`config.mk`:
```
export PLATFORM = sky130hd
export DESIGN_NAME = pid_term_gen
export DESIGN_NICKNAME = d
export VERILOG_FILES = /design/src/rtl/pid_term_gen.sv
export SDC_FILE = /design/constraint.sdc
export NUM_CORES = 1
export LEC_CHECK = 0
export ABC_AREA = 1
export BUFFER_PORTS_ARGS = -buffer_cell sky130_fd_sc_hd__buf_2
export CORE_MARGIN = 3
export CORE_UTILIZATION = 30
export DETAILED_ROUTE_END_ITERATION = 10
export HOLD_SLACK_MARGIN = 0.1
export PLACE_DENSITY_LB_ADDON = 0.05
export SETUP_SLACK_MARGIN = 0.1
export SLEW_MARGIN = 10
export SYNTH_ARGS = -nofsm -noshare
export SYNTH_HDL_FRONTEND = slang
export SYNTH_SLANG_ARGS = --single-unit
```
`constraint.sdc`:
```
create_clock -name clk -period 10.2 [get_ports clk]
set_input_delay 3.06 -clock clk [delete_from_list [all_inputs] [get_ports clk]]
set_output_delay 3.06 -clock clk [all_outputs]
set_load 0.05 [all_outputs]
```
`src/rtl/pid_term_gen.sv`:
```
// pid_term_gen: PID front end computing error, saturating integral and first
// difference, then scaling each by its gain through one time-shared multiplier.
// Latency 4 cycles from accepted sample to out_valid; one result per 5 cycles.
// Backpressure: none; a sample while busy is dropped and flags sticky overrun.
//
// Ports: clk/rst_n (async active-low), ena (global stall), sample/setpoint/
// measurement (request), cfg_valid/cfg_sel/cfg_data (gain writes),
// p/i/d_contrib + out_valid (results), busy, overrun (status).
// Optional build macro: PID_ANTIWINDUP_EN freezes the integrator while the
// integral contribution is pinned at a rail and the error pushes further out.
module pid_term_gen #(
    parameter int W     = 6,
    parameter int ACC_W = 10
) (
    input  logic                clk,
    input  logic                rst_n,
    input  logic                ena,
    input  logic                sample,
    input  logic signed [W-1:0] setpoint,
    input  logic signed [W-1:0] measurement,
    input  logic                cfg_valid,
    input  logic [1:0]          cfg_sel,
    input  logic [3:0]          cfg_data,
    output logic signed [W-1:0] p_contrib,
    output logic signed [W-1:0] i_contrib,
    output logic signed [W-1:0] d_contrib,
    output logic                out_valid,
    output logic                busy,
    output logic                overrun
);

    // Product width: 5-bit zero-extended gain times an ACC_W-bit operand.
    localparam int PW    = ACC_W + 5;
    localparam int W_MAX = 2**(W-1) - 1;
    localparam int W_MIN = -(2**(W-1));
    localparam int A_MAX = 2**(ACC_W-1) - 1;
    localparam int A_MIN = -(2**(ACC_W-1));

    localparam logic signed [W-1:0] W_MAX_V = W'(W_MAX);
    localparam logic signed [W-1:0] W_MIN_V = W'(W_MIN);

    typedef enum logic [2:0] {
        S_IDLE = 3'd0,
        S_ERR  = 3'd1,
        S_MP   = 3'd2,
        S_MI   = 3'd3,
        S_MD   = 3'd4
    } state_t;

    function automatic logic signed [W-1:0] sat_w(input logic signed [PW-1:0] v);
        if (v > $signed(PW'(W_MAX)))
            return W_MAX_V;
        else if (v < $signed(PW'(W_MIN)))
            return W_MIN_V;
        else
            return v[W-1:0];
    endfunction

    function automatic logic signed [ACC_W-1:0] sat_acc(input logic signed [ACC_W:0] v);
        if (v > $signed((ACC_W+1)'(A_MAX)))
            return ACC_W'(A_MAX);
        else if (v < $signed((ACC_W+1)'(A_MIN)))
            return ACC_W'(A_MIN);
        else
            return v[ACC_W-1:0];
    endfunction

    state_t state_q, state_d;

    logic [3:0]                kp_q, ki_q, kd_q;
    logic [3:0]                kp_s_q, ki_s_q, kd_s_q;
    logic signed [W-1:0]       sp_q, meas_q;
    logic signed [W-1:0]       e_q, e_prev_q;
    logic signed [W:0]         de_q;
    logic signed [ACC_W-1:0]   acc_q;
    logic signed [W-1:0]       p_stage_q, i_stage_q;
    logic signed [W-1:0]       p_contrib_q, i_contrib_q, d_contrib_q;
    logic                      out_valid_q, overrun_q;

    // ERR-state arithmetic.
    logic signed [W:0]         diff;
    logic signed [W-1:0]       e_now;
    logic signed [W:0]         de_now;
    logic signed [ACC_W:0]     acc_sum;
    logic signed [ACC_W-1:0]   acc_next;
    logic                      acc_freeze;

    assign diff     = (W+1)'(sp_q) - (W+1)'(meas_q);
    assign e_now    = sat_w(PW'(diff));
    assign de_now   = (W+1)'(e_now) - (W+1)'(e_prev_q);
    assign acc_sum  = (ACC_W+1)'(acc_q) + (ACC_W+1)'(e_now);
    assign acc_next = sat_acc(acc_sum);

`ifdef PID_ANTIWINDUP_EN
    // Hold the integrator while the published integral term sits on a rail
    // and the new error would drive it further into that rail.
    assign acc_freeze = ((i_contrib_q == W_MAX_V) && !e_now[W-1] && (e_now != '0)) ||
                        ((i_contrib_q == W_MIN_V) &&  e_now[W-1]);
`else
    assign acc_freeze = 1'b0;
`endif

    // Shared multiplier: operand pair chosen by the current FSM state.
    logic [3:0]              mul_g;
    logic signed [4:0]       gain_sx;
    logic signed [ACC_W-1:0] mul_x;
    logic signed [PW-1:0]    prod;
    logic signed [PW-1:0]    prod_sh;
    logic signed [W-1:0]     stage_now;

    always_comb begin
        mul_g = 4'd0;
        mul_x = '0;
        case (state_q)
            S_MP: begin
                mul_g = kp_s_q;
                mul_x = ACC_W'(e_q);
            end
            S_MI: begin
                mul_g = ki_s_q;
                mul_x = acc_q;
            end
            S_MD: begin
                mul_g = kd_s_q;
                mul_x = ACC_W'(de_q);
            end
            default: ;
        endcase
    end

    assign gain_sx   = {1'b0, mul_g};
    assign prod      = PW'(gain_sx) * PW'(mul_x);
    // Integral term uses a coarser scale than P and D.
    assign prod_sh   = (state_q == S_MI) ? (prod >>> 4) : (prod >>> 2);
    assign stage_now = sat_w(prod_sh);

    always_comb begin
        state_d = state_q;
        if (ena) begin
            case (state_q)
                S_IDLE:  if (sample) state_d = S_ERR;
                S_ERR:   state_d = S_MP;
                S_MP:    state_d = S_MI;
                S_MI:    state_d = S_MD;
                S_MD:    state_d = S_IDLE;
                default: state_d = S_IDLE;
            endcase
        end
    end

    always_ff @(posedge clk or negedge rst_n) begin
        if (!rst_n)
            state_q <= S_IDLE;
        else
            state_q <= state_d;
    end

    always_ff @(posedge clk or negedge rst_n) begin
        if (!rst_n) begin
            kp_q        <= 4'd4;
            ki_q        <= 4'd1;
            kd_q        <= 4'd0;
            kp_s_q      <= 4'd0;
            ki_s_q      <= 4'd0;
            kd_s_q      <= 4'd0;
            sp_q        <= '0;
            meas_q      <= '0;
            e_q         <= '0;
            e_prev_q    <= '0;
            de_q        <= '0;
            acc_q       <= '0;
            p_stage_q   <= '0;
            i_stage_q   <= '0;
            p_contrib_q <= '0;
            i_contrib_q <= '0;
            d_contrib_q <= '0;
            out_valid_q <= 1'b0;
            overrun_q   <= 1'b0;
        end else begin
            // Pulse is cleared even during a stall so it never stretches.
            out_valid_q <= 1'b0;
            if (ena) begin
                if (cfg_valid) begin
                    case (cfg_sel)
                        2'd0:    kp_q <= cfg_data;
                        2'd1:    ki_q <= cfg_data;
                        2'd2:    kd_q <= cfg_data;
                        default: ;
                    endcase
                end
                if (sample && (state_q != S_IDLE))
                    overrun_q <= 1'b1;
                case (state_q)
                    S_IDLE: begin
                        if (sample) begin
                            sp_q   <= setpoint;
                            meas_q <= measurement;
                            // Old register values: a same-edge write lands next time.
                            kp_s_q <= kp_q;
                            ki_s_q <= ki_q;
                            kd_s_q <= kd_q;
                        end
                    end
                    S_ERR: begin
                        e_q      <= e_now;
                        de_q     <= de_now;
                        e_prev_q <= e_now;
                        if (!acc_freeze)
                            acc_q <= acc_next;
                    end
                    S_MP: p_stage_q <= stage_now;
                    S_MI: i_stage_q <= stage_now;
                    S_MD: begin
                        p_contrib_q <= p_stage_q;
                        i_contrib_q <= i_stage_q;
                        d_contrib_q <= stage_now;
                        out_valid_q <= 1'b1;
                    end
                    default: ;
                endcase
            end
        end
    end

    assign p_contrib = p_contrib_q;
    assign i_contrib = i_contrib_q;
    assign d_contrib = d_contrib_q;
    assign out_valid = out_valid_q;
    assign busy      = (state_q != S_IDLE);
    assign overrun   = overrun_q;

endmodule

```
==> flow_metrics.env, run 1 <==
export IMPL_status="finished, final reports clean"
export IMPL_cts_sinks=94
export IMPL_hold_path_end="i_contrib[1]$_DFFE_PN0P_"
export IMPL_syn_avg_cell_area_um2=7.58
export IMPL_cts_buffers=9
export IMPL_post_cts_repair_setup_buffers=0
export IMPL_dr_total_vias=5501
export IMPL_via_per_inst=4.49
export IMPL_seq_area_frac_synth_pct=34.7
export IMPL_grt_pass1_vias=5496
export IMPL_setup_viol=0
export IMPL_io_pins=44
export IMPL_portBuffers=43
export IMPL_dr_pass1_iters=5
export IMPL_n_fill_cell=2375
export IMPL_cp_slowest_stage_delay_ps=700
export IMPL_hold_buffers=0
export IMPL_holdPathStages=2
export IMPL_worstPathRequired_ps=10430
export IMPL_worstPathMaxFanout=23
export IMPL_fin_crit_sh_pct=53.0
export IMPL_die_width_um=156
export IMPL_grt_overflow=0
export IMPL_cap_violations=0
export IMPL_crit_arrival_ps=5640
export IMPL_holdCritPathClass="register to register"
export IMPL_slew_headroom_pct=40.6
export IMPL_ctsHtreeMaxLevel=3
export IMPL_synth_nets=992
export IMPL_drtAntennaViolNets=0
export IMPL_fmax_mhz=185
export IMPL_placed_cells_incl_taps=1208
export IMPL_start_kind="register"
export IMPL_grt_max_degree=59
export IMPL_cts_buffer_depth=2
export IMPL_synthCells=896
export IMPL_grt_setup_unrepaired="false"
export IMPL_coreArea_mm2=0.0220
export IMPL_track_usage_pct=14.1
export IMPL_cts_resized_gates=0
export IMPL_min_delay_start="i_contrib[1]$_DFFE_PN0P_"
export IMPL_nets=1035
export IMPL_tritoncts="yes"
export IMPL_cts_root_buffer="clkbuf_16"
export IMPL_rrSetupSlack_ps=4790
export IMPL_clk_pin_slew_worst_paths_ps=70
export IMPL_final_cell_mix="315 x nand2_1, 153 x inv_1, 92 x dfrtp_1"
export IMPL_stdcell_count=1224
export IMPL_drc=0
export IMPL_clk_latency_ps=350
export IMPL_tns_ps=0
export IMPL_layout_commonest_cell="nand2_1"
export IMPL_place_congestion=0.769
export IMPL_path_common_cell="nand2_1"
export IMPL_grt_pass1_wl_um=27600
export IMPL_ys_ff_latch=94
export IMPL_syn2layout_area_growth_pct=12.2
export IMPL_die_area_mm2=0.0245
export IMPL_syn_area_mm2=0.00679
export IMPL_worstMarginPinSlew_ps=889
export IMPL_finalCriticalPeriod_ps=5410
export IMPL_finClkSkew_ps=9.85
export IMPL_start_util_pct=30.8
export IMPL_diodes=0
export IMPL_crit_type="register to register"
export IMPL_wl_per_cell_um=13.5
export IMPL_dpl_hpwl_um=12900
export IMPL_layout_drive_gt1_share_pct=11.4
export IMPL_reg2reg_to="i_stage_q[3]$_DFFE_PN0P_"
export IMPL_drt_iter0_markers=289
export IMPL_timing_rr_start="state_q[1]$_DFFE_PN0P_"
export IMPL_crit_slowest_cell="nor3_4"
export IMPL_whs_ps=463
export IMPL_r2r_cells=28
export IMPL_yosysWarnings=0
export IMPL_slew_violations=0
export IMPL_antenna_found_initial=0
export IMPL_cp_end_kind="register"
export IMPL_ys_types=35
export IMPL_num_rows=54
export IMPL_hold_viol_final=0
export IMPL_dieHeight_um=156
export IMPL_finalWirelength_um=16500
export IMPL_final_core_util_pct=34.6
-- flip-flops by register name, summed over array words and instances (netlist names) --
signal,flops
d_contrib,6
overrun,1
de_q,7
p_stage_q,6
kd_s_q,4
kp_q,4
kp_s_q,4
kd_q,4
meas_q,6
i_stage_q,6
acc_q,10
out_valid,1
state_q,3
ki_s_q,4
p_contrib,6
i_contrib,6
sp_q,6
e_prev_q,6
ki_q,4
-- worst max-delay path by stage --
stage,startpoint,to,cells past startpoint
after detailed placement,state_q[1]$_DFFE_PN0P_,p_stage_q[3]$_DFFE_PN0P_,28
after global routing,state_q[1]$_DFFE_PN0P_,i_stage_q[3]$_DFFE_PN0P_,28
after global placement,state_q[1]$_DFFE_PN0P_,p_stage_q[2]$_DFFE_PN0P_,28
after floorplan,state_q[0]$_DFFE_PN0P_,d_contrib[1]$_DFFE_PN0P_,30
final,state_q[1]$_DFFE_PN0P_,i_stage_q[3]$_DFFE_PN0P_,28
after CTS,state_q[1]$_DFFE_PN0P_,i_stage_q[3]$_DFFE_PN0P_,28
-- cell type report --
| type | instances | area (µm²) | share of cell area [%] |
|---|---|---|---|
| clock buffers | 10 | 239 | 3.14 |
| clock inverters | 6 | 83.8 | 1.10 |
| inverters | 154 | 578 | 7.59 |
| multi-input cells | 634 | 3770 | 49.5 |
| flip-flops and latches | 94 | 2350 | 30.9 |
| well taps | 280 | 350 | 4.60 |
| repair buffers | 46 | 240 | 3.15 |
-- cells by family after synthesis --
group | after synthesis | synth area share (%)
adder cells (fa/ha/maj) | 73 | 16.1
AO/OA/AOI/OAI | 82 | 6.65
XOR/XNOR | 16 | 2.06
multiplexers | 19 | 3.13
flip-flops | 94 | 34.7
buffers and inverters | 168 | 9.80
AND/OR/NAND/NOR | 444 | 27.6
-- worst max-delay path: cells and delay by family (launching register included) --
kind | cells | cell delay, ps
simple gates | 18 | 2660
flops | 1 | 510
compound gates | 1 | 80
fa+ha+maj | 4 | 1660
buf+inv | 5 | 370
-- per-stage QoR --
stage                     instance area (µm²)  worst slack, ps
after floorplan                          6790             5720
after global placement                   7290             4680
after detailed placement                 7290             4750
after CTS                                7620             4720
after global routing                     7620             4270
final                                    7620             4790
-- per-layer routing --
layer,track usage (%),vias to the layer above,part of all wire (%)
li1,-,2880,-
met2,23.8,60,48
met3,2.35,15,2.2
met5,0,-,0
met4,3.58,0,1.5
met1,18.7,2546,48
-- synth_stat cells --
cell	number	area (µm²)
a211oi_1	1	7.51
a21o_1	1	7.51
a21oi_1	36	180
a22oi_1	3	22.5
a32o_1	1	10.0
buf_2	1	5.00
buf_4	1	7.51
buf_6	4	45.0
clkbuf_1	8	30.0
clkinv_1	1	3.75
dfrtp_1	92	2300
dfstp_2	2	52.6
fa_1	24	480
ha_1	49	613
inv_1	153	574
mux2_2	18	203
mux2i_1	1	10.0
nand2_1	315	1180
nand2_2	10	62.6
nand2_4	3	33.8
nand3_1	52	260
nand3_2	7	70.1
nand3b_1	1	7.51
nand4_1	6	37.5
nor2_1	39	146
nor2_2	3	18.8
nor3_1	6	30.0
nor3_4	1	16.3
o211ai_1	6	45.0
o21ai_0	31	155
o21ai_2	1	8.76
o21bai_1	2	15.0
or2_2	1	6.26
xnor2_1	5	43.8
xor2_1	11	96.3
Power of run 1 is not shown: default switching activity piles up to over one toggle a cycle in this logic, so the estimate is an artifact.
==> run 2: changes to the inputs <==
--- a/config.mk
+++ b/config.mk
@@ -5,7 +5,7 @@
 export SDC_FILE = /design/constraint.sdc
 export NUM_CORES = 1
 export LEC_CHECK = 0
-export ABC_AREA = 1
+export ABC_AREA = 0
 export BUFFER_PORTS_ARGS = -buffer_cell sky130_fd_sc_hd__buf_2
 export CORE_MARGIN = 3
 export CORE_UTILIZATION = 30
==> constraint.sdc (replaced) <==
create_clock -name clk -period 4.4 [get_ports clk]
set_input_delay 1.32 -clock clk [delete_from_list [all_inputs] [get_ports clk]]
set_output_delay 1.32 -clock clk [all_outputs]
set_load 0.05 [all_outputs]
==> run 2 against run 1 <==
- the run now ends with setup timing left
- area after synthesis shrank 4.5%
- sequential share of layout area shrank 4.7 points
- non-clock buffer count grew 126
- register-to-register slack lost 5300 ps
- fmax grew 9.2%
- critical path depth shrank 8
- clock skew is essentially flat
- worst setup slack lost 5300 ps
- cell area grew 18%
- global-route usage grew 0.40 points
- largest cell class unchanged
- highest routed layer unchanged
==> flow_metrics.env, run 2 <==
export IMPL_setup_ws_ps=-555
export IMPL_wl_per_cell_um=14.5
export IMPL_finalWirelength_um=16700
export IMPL_grt_max_degree=55
export IMPL_crit_arrival_ps=5180
export IMPL_num_rows=53
export IMPL_portBuffers=43
export IMPL_start_util_pct=30.7
export IMPL_synth_edf_count=0
export IMPL_cp_top_family="compound AO/OA/AOI/OAI gates"
export IMPL_finClkSkew_ps=9.66
export IMPL_stdcell_count=1151
export IMPL_via_per_inst=4.71
export IMPL_drtAntennaViolNets=0
export IMPL_syn_area_mm2=0.00649
export IMPL_die_width_um=153
export IMPL_nets=967
export IMPL_grt_overflow=0
export IMPL_hold_viol_final=0
export IMPL_critPathBufInv=3
export IMPL_layout_commonest_cell="buf_4"
export IMPL_layout_drive_gt1_share_pct=40.8
export IMPL_worstMarginPinSlew_ps=769
export IMPL_dieHeight_um=153
export IMPL_holdCritPathClass="register to register"
export IMPL_yosysWarnings=0
export IMPL_io_pins=44
export IMPL_clk_latency_ps=350
export IMPL_worstPathRequired_ps=4630
export IMPL_grt_setup_unrepaired="true"
export IMPL_die_area_mm2=0.0234
export IMPL_hold_buffers=0
export IMPL_seq_area_frac_synth_pct=36.3
export IMPL_fmax_mhz=202
export IMPL_async_flop_share_pct=100
export IMPL_diodes=0
export IMPL_yosys_top_cells_area="dfrtp_1 35%, ha_1 9.5%, fa_1 7.4%"
export IMPL_ys_ff_latch=94
export IMPL_top_regs="acc_q x10, de_q x7"
export IMPL_tns_ps=-8400
export IMPL_syn2layout_area_growth_pct=38.4
export IMPL_yosys_area_top_type="dfrtp_1"
export IMPL_crit_chain="buf_6 -> nor2_4 -> buf_6 -> a22oi_2 -> nor2_1 -> a21oi_2 -> buf_12 -> nor2_1 -> ha_1 -> fa_1 -> fa_1 -> ha_4 -> o211ai_1 -> o211a_1 -> o31a_1 -> a221oi_2 -> a311oi_2 -> o41a_4 -> nor2_4 -> a21oi_1"
export IMPL_synth_top_area_share_pct=35.5
export IMPL_cap_violations=0
export IMPL_tritoncts="yes"
export IMPL_cts_root_buffer="clkbuf_16"
export IMPL_final_cell_mix="119 x buf_4, 95 x nand2_1, 90 x dfrtp_1"
export IMPL_start_kind="register"
export IMPL_top_register="acc_q"
export IMPL_crit_slowest_cell="fa_1"
export IMPL_synthTopCellsByCount="97 x nand2_1, 92 x dfrtp_1, 74 x nor2_1, 63 x inv_1, 57 x a21oi_1"
export IMPL_final_core_util_pct=42.4
export IMPL_track_usage_pct=14.4
export IMPL_grt_pass1_vias=5623
export IMPL_finalCriticalPeriod_ps=4950
export IMPL_largest_register_ffs=10
export IMPL_grt_pass1_wl_um=28000
export IMPL_yosysMostFrequentCell="nand2_1"
export IMPL_violations="setup timing"
export IMPL_dpl_hpwl_um=12900
export IMPL_drt_iter0_markers=193
export IMPL_cts_buffer_depth=2
export IMPL_syn_avg_cell_area_um2=9.12
export IMPL_slew_headroom_pct=48.6
export IMPL_slew_violations=0
export IMPL_ys_flop_type="dfrtp_1"
export IMPL_status="complete, but fails checks"
export IMPL_cts_sinks=94
export IMPL_antenna_found_initial=0
export IMPL_synth_nets=807
export IMPL_cts_buffers=9
export IMPL_dr_total_vias=5416
export IMPL_fin_crit_sh_pct=113
export IMPL_place_congestion=0.807
export IMPL_crit_type="register to register"
export IMPL_drc=0
export IMPL_ctsHtreeMaxLevel=3
export IMPL_cp_slowest_stage_delay_ps=510
export IMPL_ys_types=63
export IMPL_synthCells=711
export IMPL_placed_cells_incl_taps=1106
export IMPL_coreArea_mm2=0.0212
export IMPL_clk_pin_slew_worst_paths_ps=70
export IMPL_cp_end_kind="register"
export IMPL_setup_viol=18
export IMPL_dr_pass1_iters=5
export IMPL_worstPathMaxFanout=9
[run 2: changes by cell type in the layout (fill, tap and decap cells not counted), moves of 14 or more]
| cell | change |
|---|---|
| a21oi_2 | +25 |
| buf_4 | +115 |
| ha_1 | -14 |
| inv_1 | -97 |
| mux2_2 | +19 |
| nand2_1 | -220 |
| nand3_1 | -50 |
| nor2_1 | +19 |
[run 2: logic make-up after synthesis]
| logic type | after synthesis | share of synthesized area, % |
|---|---|---|
| compound gates | 169 | 16.1 |
| xor+xnor | 25 | 3.49 |
| fa+ha+maj | 73 | 16.9 |
| buf+inv | 87 | 5.21 |
| flops | 94 | 36.3 |
| mux | 41 | 7.04 |
| simple gates | 222 | 14.9 |
[run 2: layout make-up]
type / count / area (µm²)
Sequential cell: 94 / 2360
Inverter: 64 / 243
Fill cell: 2127 / 12200
Tap cell: 275 / 344
Timing Repair Buffer: 172 / 1270
Clock inverter: 7 / 80.1
Multi-Input combinational cell: 530 / 4450
Clock buffer: 9 / 225
[run 2: what timing repair did]
item	CTS	global route
endpoints found under the hold margin	0	0
cloned	2	0
setup endpoints to repair	27	28
resized for setup	74	52
pin swaps	32	33
setup buffers	22	6
[run 2: path summary, 6_finish.rpt]
| kind | endpoint | start | cells after the start | slack (ps) |
|---|---|---|---|---|
| max | p_stage_q[3]$_DFFE_PN0P_ | state_q[1]$_DFFE_PN0P_ | 20 | -550 |
| min | i_contrib[2]$_DFFE_PN0P_ | i_stage_q[2]$_DFFE_PN0P_ | 2 | 470 |
| max reg2reg | p_stage_q[3]$_DFFE_PN0P_ | state_q[1]$_DFFE_PN0P_ | 20 | -550 |
| min reg2reg | i_contrib[2]$_DFFE_PN0P_ | i_stage_q[2]$_DFFE_PN0P_ | 2 | 470 |
| max in group asynchronous | kp_s_q[1]$_DFFE_PN0P_ | rst_n | 2 | 2550 |
| min in group asynchronous | d_contrib[2]$_DFFE_PN0P_ | rst_n | 1 | 1030 |
[run 2: tightest hold or removal path, stage by stage (launching register included)]
cell     delay [ps]
dfrtp_1         340
nand2_1          50
nand2_1          50
[run 2: per-layer routing]
metal / wire length [µm] / global-route usage, %
met2: 8540 / 25.3
met1: 7620 / 18.6
met3: 396 / 2.75
met5: 0 / 0
met4: 187 / 3.14
[run 2: stage by stage]
stage | worst slack (ps) | hold slack (ps) | instance area [µm²]
floorplan | -312 | 439 | 6740
global placement | -792 | 452 | 7950
detailed placement | -852 | 449 | 7950
CTS | -555 | 472 | 8770
global route | -737 | 485 | 8970
finish | -555 | 467 | 8970
Power of run 2 is left out for the same reason.
==> run 3: changes to the inputs <==
--- a/config.mk
+++ b/config.mk
@@ -7,6 +7,7 @@
 export LEC_CHECK = 0
 export ABC_AREA = 0
 export BUFFER_PORTS_ARGS = -buffer_cell sky130_fd_sc_hd__buf_2
+export CORE_ASPECT_RATIO = 0.5
 export CORE_MARGIN = 3
 export CORE_UTILIZATION = 30
 export DETAILED_ROUTE_END_ITERATION = 10
==> run 3 against run 2 <==
- the flow still finishes with violations (setup timing)
- fmax shrank 1.9%
- via count rose by 1.4%
- cell area is 0.71% higher
- non-clock buffer count up 5
- critical path type unchanged
==> flow_metrics.env, run 3 (synthesis results as in run 2) <==
export IMPL_status="complete, but fails checks"
export IMPL_violations="setup timing"
export IMPL_drt_iter0_markers=206
export IMPL_final_cell_mix="124 x buf_4, 93 x nand2_1, 91 x dfrtp_1"
export IMPL_drtAntennaViolNets=0
export IMPL_grt_pass1_vias=5407
export IMPL_rrSetupSlack_ps=-650
export IMPL_die_area_mm2=0.0235
export IMPL_timing_rr_start="state_q[1]$_DFFE_PN0P_"
export IMPL_dieHeight_um=110
export IMPL_fin_crit_sh_pct=115
export IMPL_worstPathMaxFanout=7
export IMPL_fmax_mhz=198
export IMPL_holdCritPathClass="register to register"
export IMPL_cap_violations=0
export IMPL_clk_latency_ps=360
export IMPL_grt_setup_unrepaired="true"
export IMPL_cts_buffer_depth=2
export IMPL_cts_buffers=9
export IMPL_min_delay_start="i_contrib[1]$_DFFE_PN0P_"
export IMPL_clk_pin_slew_worst_paths_ps=70
export IMPL_final_area_mm2=0.00904
export IMPL_cts_sinks=94
export IMPL_dr_pass1_iters=4
export IMPL_cp_end_kind="register"
export IMPL_whs_ps=466
export IMPL_hold_viol_final=0
export IMPL_start_util_pct=31.1
export IMPL_ctsHtreeMaxLevel=3
export IMPL_endpoint="d_contrib[2]$_DFFE_PN0P_"
export IMPL_cts_root_buffer="clkbuf_16"
export IMPL_tritoncts="yes"
export IMPL_cp_startpoint="state_q[1]$_DFFE_PN0P_"
export IMPL_layout_commonest_cell="buf_4"
export IMPL_finClkSkew_ps=8.74
export IMPL_slew_violations=0
export IMPL_grt_pass1_wl_um=27900
export IMPL_n_fill_cell=2105
export IMPL_top_register="acc_q"
export IMPL_num_rows=37
export IMPL_io_pins=44
export IMPL_track_usage_pct=14.8
export IMPL_setup_ws_ps=-651
export IMPL_crit_arrival_ps=5290
export IMPL_setup_viol=18
export IMPL_grt_overflow=0
export IMPL_start_kind="register"
export IMPL_drc=0
export IMPL_layout_drive_gt1_share_pct=40.7
export IMPL_final_core_util_pct=43.3
export IMPL_coreArea_mm2=0.0209
export IMPL_crit_type="register to register"
export IMPL_place_ws_ps=-757
export IMPL_slew_headroom_pct=52.9
export IMPL_dr_total_vias=5494
export IMPL_syn2layout_area_growth_pct=39.4
export IMPL_wl_per_cell_um=14.4
export IMPL_die_width_um=214
export IMPL_antenna_found_initial=0
export IMPL_nets=973
export IMPL_place_congestion=0.782
export IMPL_dpl_hpwl_um=12800
export IMPL_place_area_mm2=0.00803
export IMPL_finalWirelength_um=16900
export IMPL_top_regs="acc_q x10, de_q x7"
export IMPL_via_per_inst=4.68
export IMPL_finalCriticalPeriod_ps=5050
export IMPL_grt_max_degree=45
export IMPL_diodes=0
export IMPL_largest_register_ffs=10
export IMPL_r2r_cells=23
export IMPL_worstPathRequired_ps=4640
export IMPL_portBuffers=43
export IMPL_worstMarginPinSlew_ps=701
export IMPL_reg2reg_to="d_contrib[2]$_DFFE_PN0P_"
## run 3: changes by cell type in the layout (fill, tap and decap cells not counted), moves of 5 or more
cell	before	now
buf_4	119	124
ha_4	11	16
nor2_1	58	64
nor2_2	14	9
o21ai_0	29	24
o21ai_1	11	16
## run 3: worst min path at each step
stage	endpoint	slack, ps	depth (start not counted)
CTS	p_contrib[4]$_DFFE_PN0P_	470	2
global route	p_contrib[3]$_DFFE_PN0P_	490	2
floorplan	i_contrib[5]$_DFFE_PN0P_	440	2
detailed placement	overrun$_DFFE_PN0P_	460	1
global placement	overrun$_DFFE_PN0P_	450	1
finish	i_contrib[1]$_DFFE_PN0P_	470	2
## run 3: critical path: stages (launching register included)
cell	delay [ps]
dfrtp_1	410
nor2b_1	150
buf_4	170
buf_6	130
a22oi_2	130
nor2_2	70
a21oi_4	190
buf_4	150
buf_4	100
buf_4	100
nor2_1	40
ha_1	290
ha_1	290
ha_1	250
fa_2	430
a211oi_4	290
buf_4	160
o21ai_1	90
xor2_2	190
a221oi_2	330
o211ai_1	170
o41a_4	540
nor2_4	170
a21oi_1	90
## run 3: per-layer routing
layer  GRT usage (%)  routed length [µm]  part of all wire (%)
met5               0                   0                     0
met4            3.68                 150                  0.89
met3            3.07                 463                   2.7
met2            22.8                7490                    44
met1            21.3                8750                    52
## run 3: per-stage QoR
stage | cells | TNS, ps
2_1_floorplan | 711 | -4630
3_3_place_gp | 1132 | -12450
3_5_place_dp | 1132 | -12450
4_1_cts | 1159 | -8960
5_1_grt | 1174 | -13960
6_report | 1174 | -10020
## run 3: layout make-up
class | count | area (µm²) | share of cell area (%)
well taps | 292 | 365 | 4.04
clock buffers | 9 | 225 | 2.49
flip-flops and latches | 94 | 2360 | 26.1
repair buffers | 177 | 1300 | 14.4
clock inverters | 7 | 67.6 | 0.748
multi-input cells | 531 | 4480 | 49.6
inverters | 64 | 240 | 2.66
## run 3: repair_timing
action,CTS,global route
cloned,2,1
pin swaps,22,33
hold buffers,0,0
gates resized for setup,42,83
setup endpoints to repair,27,28
buffers inserted,9,14
Power of run 3 is left out for the same reason.
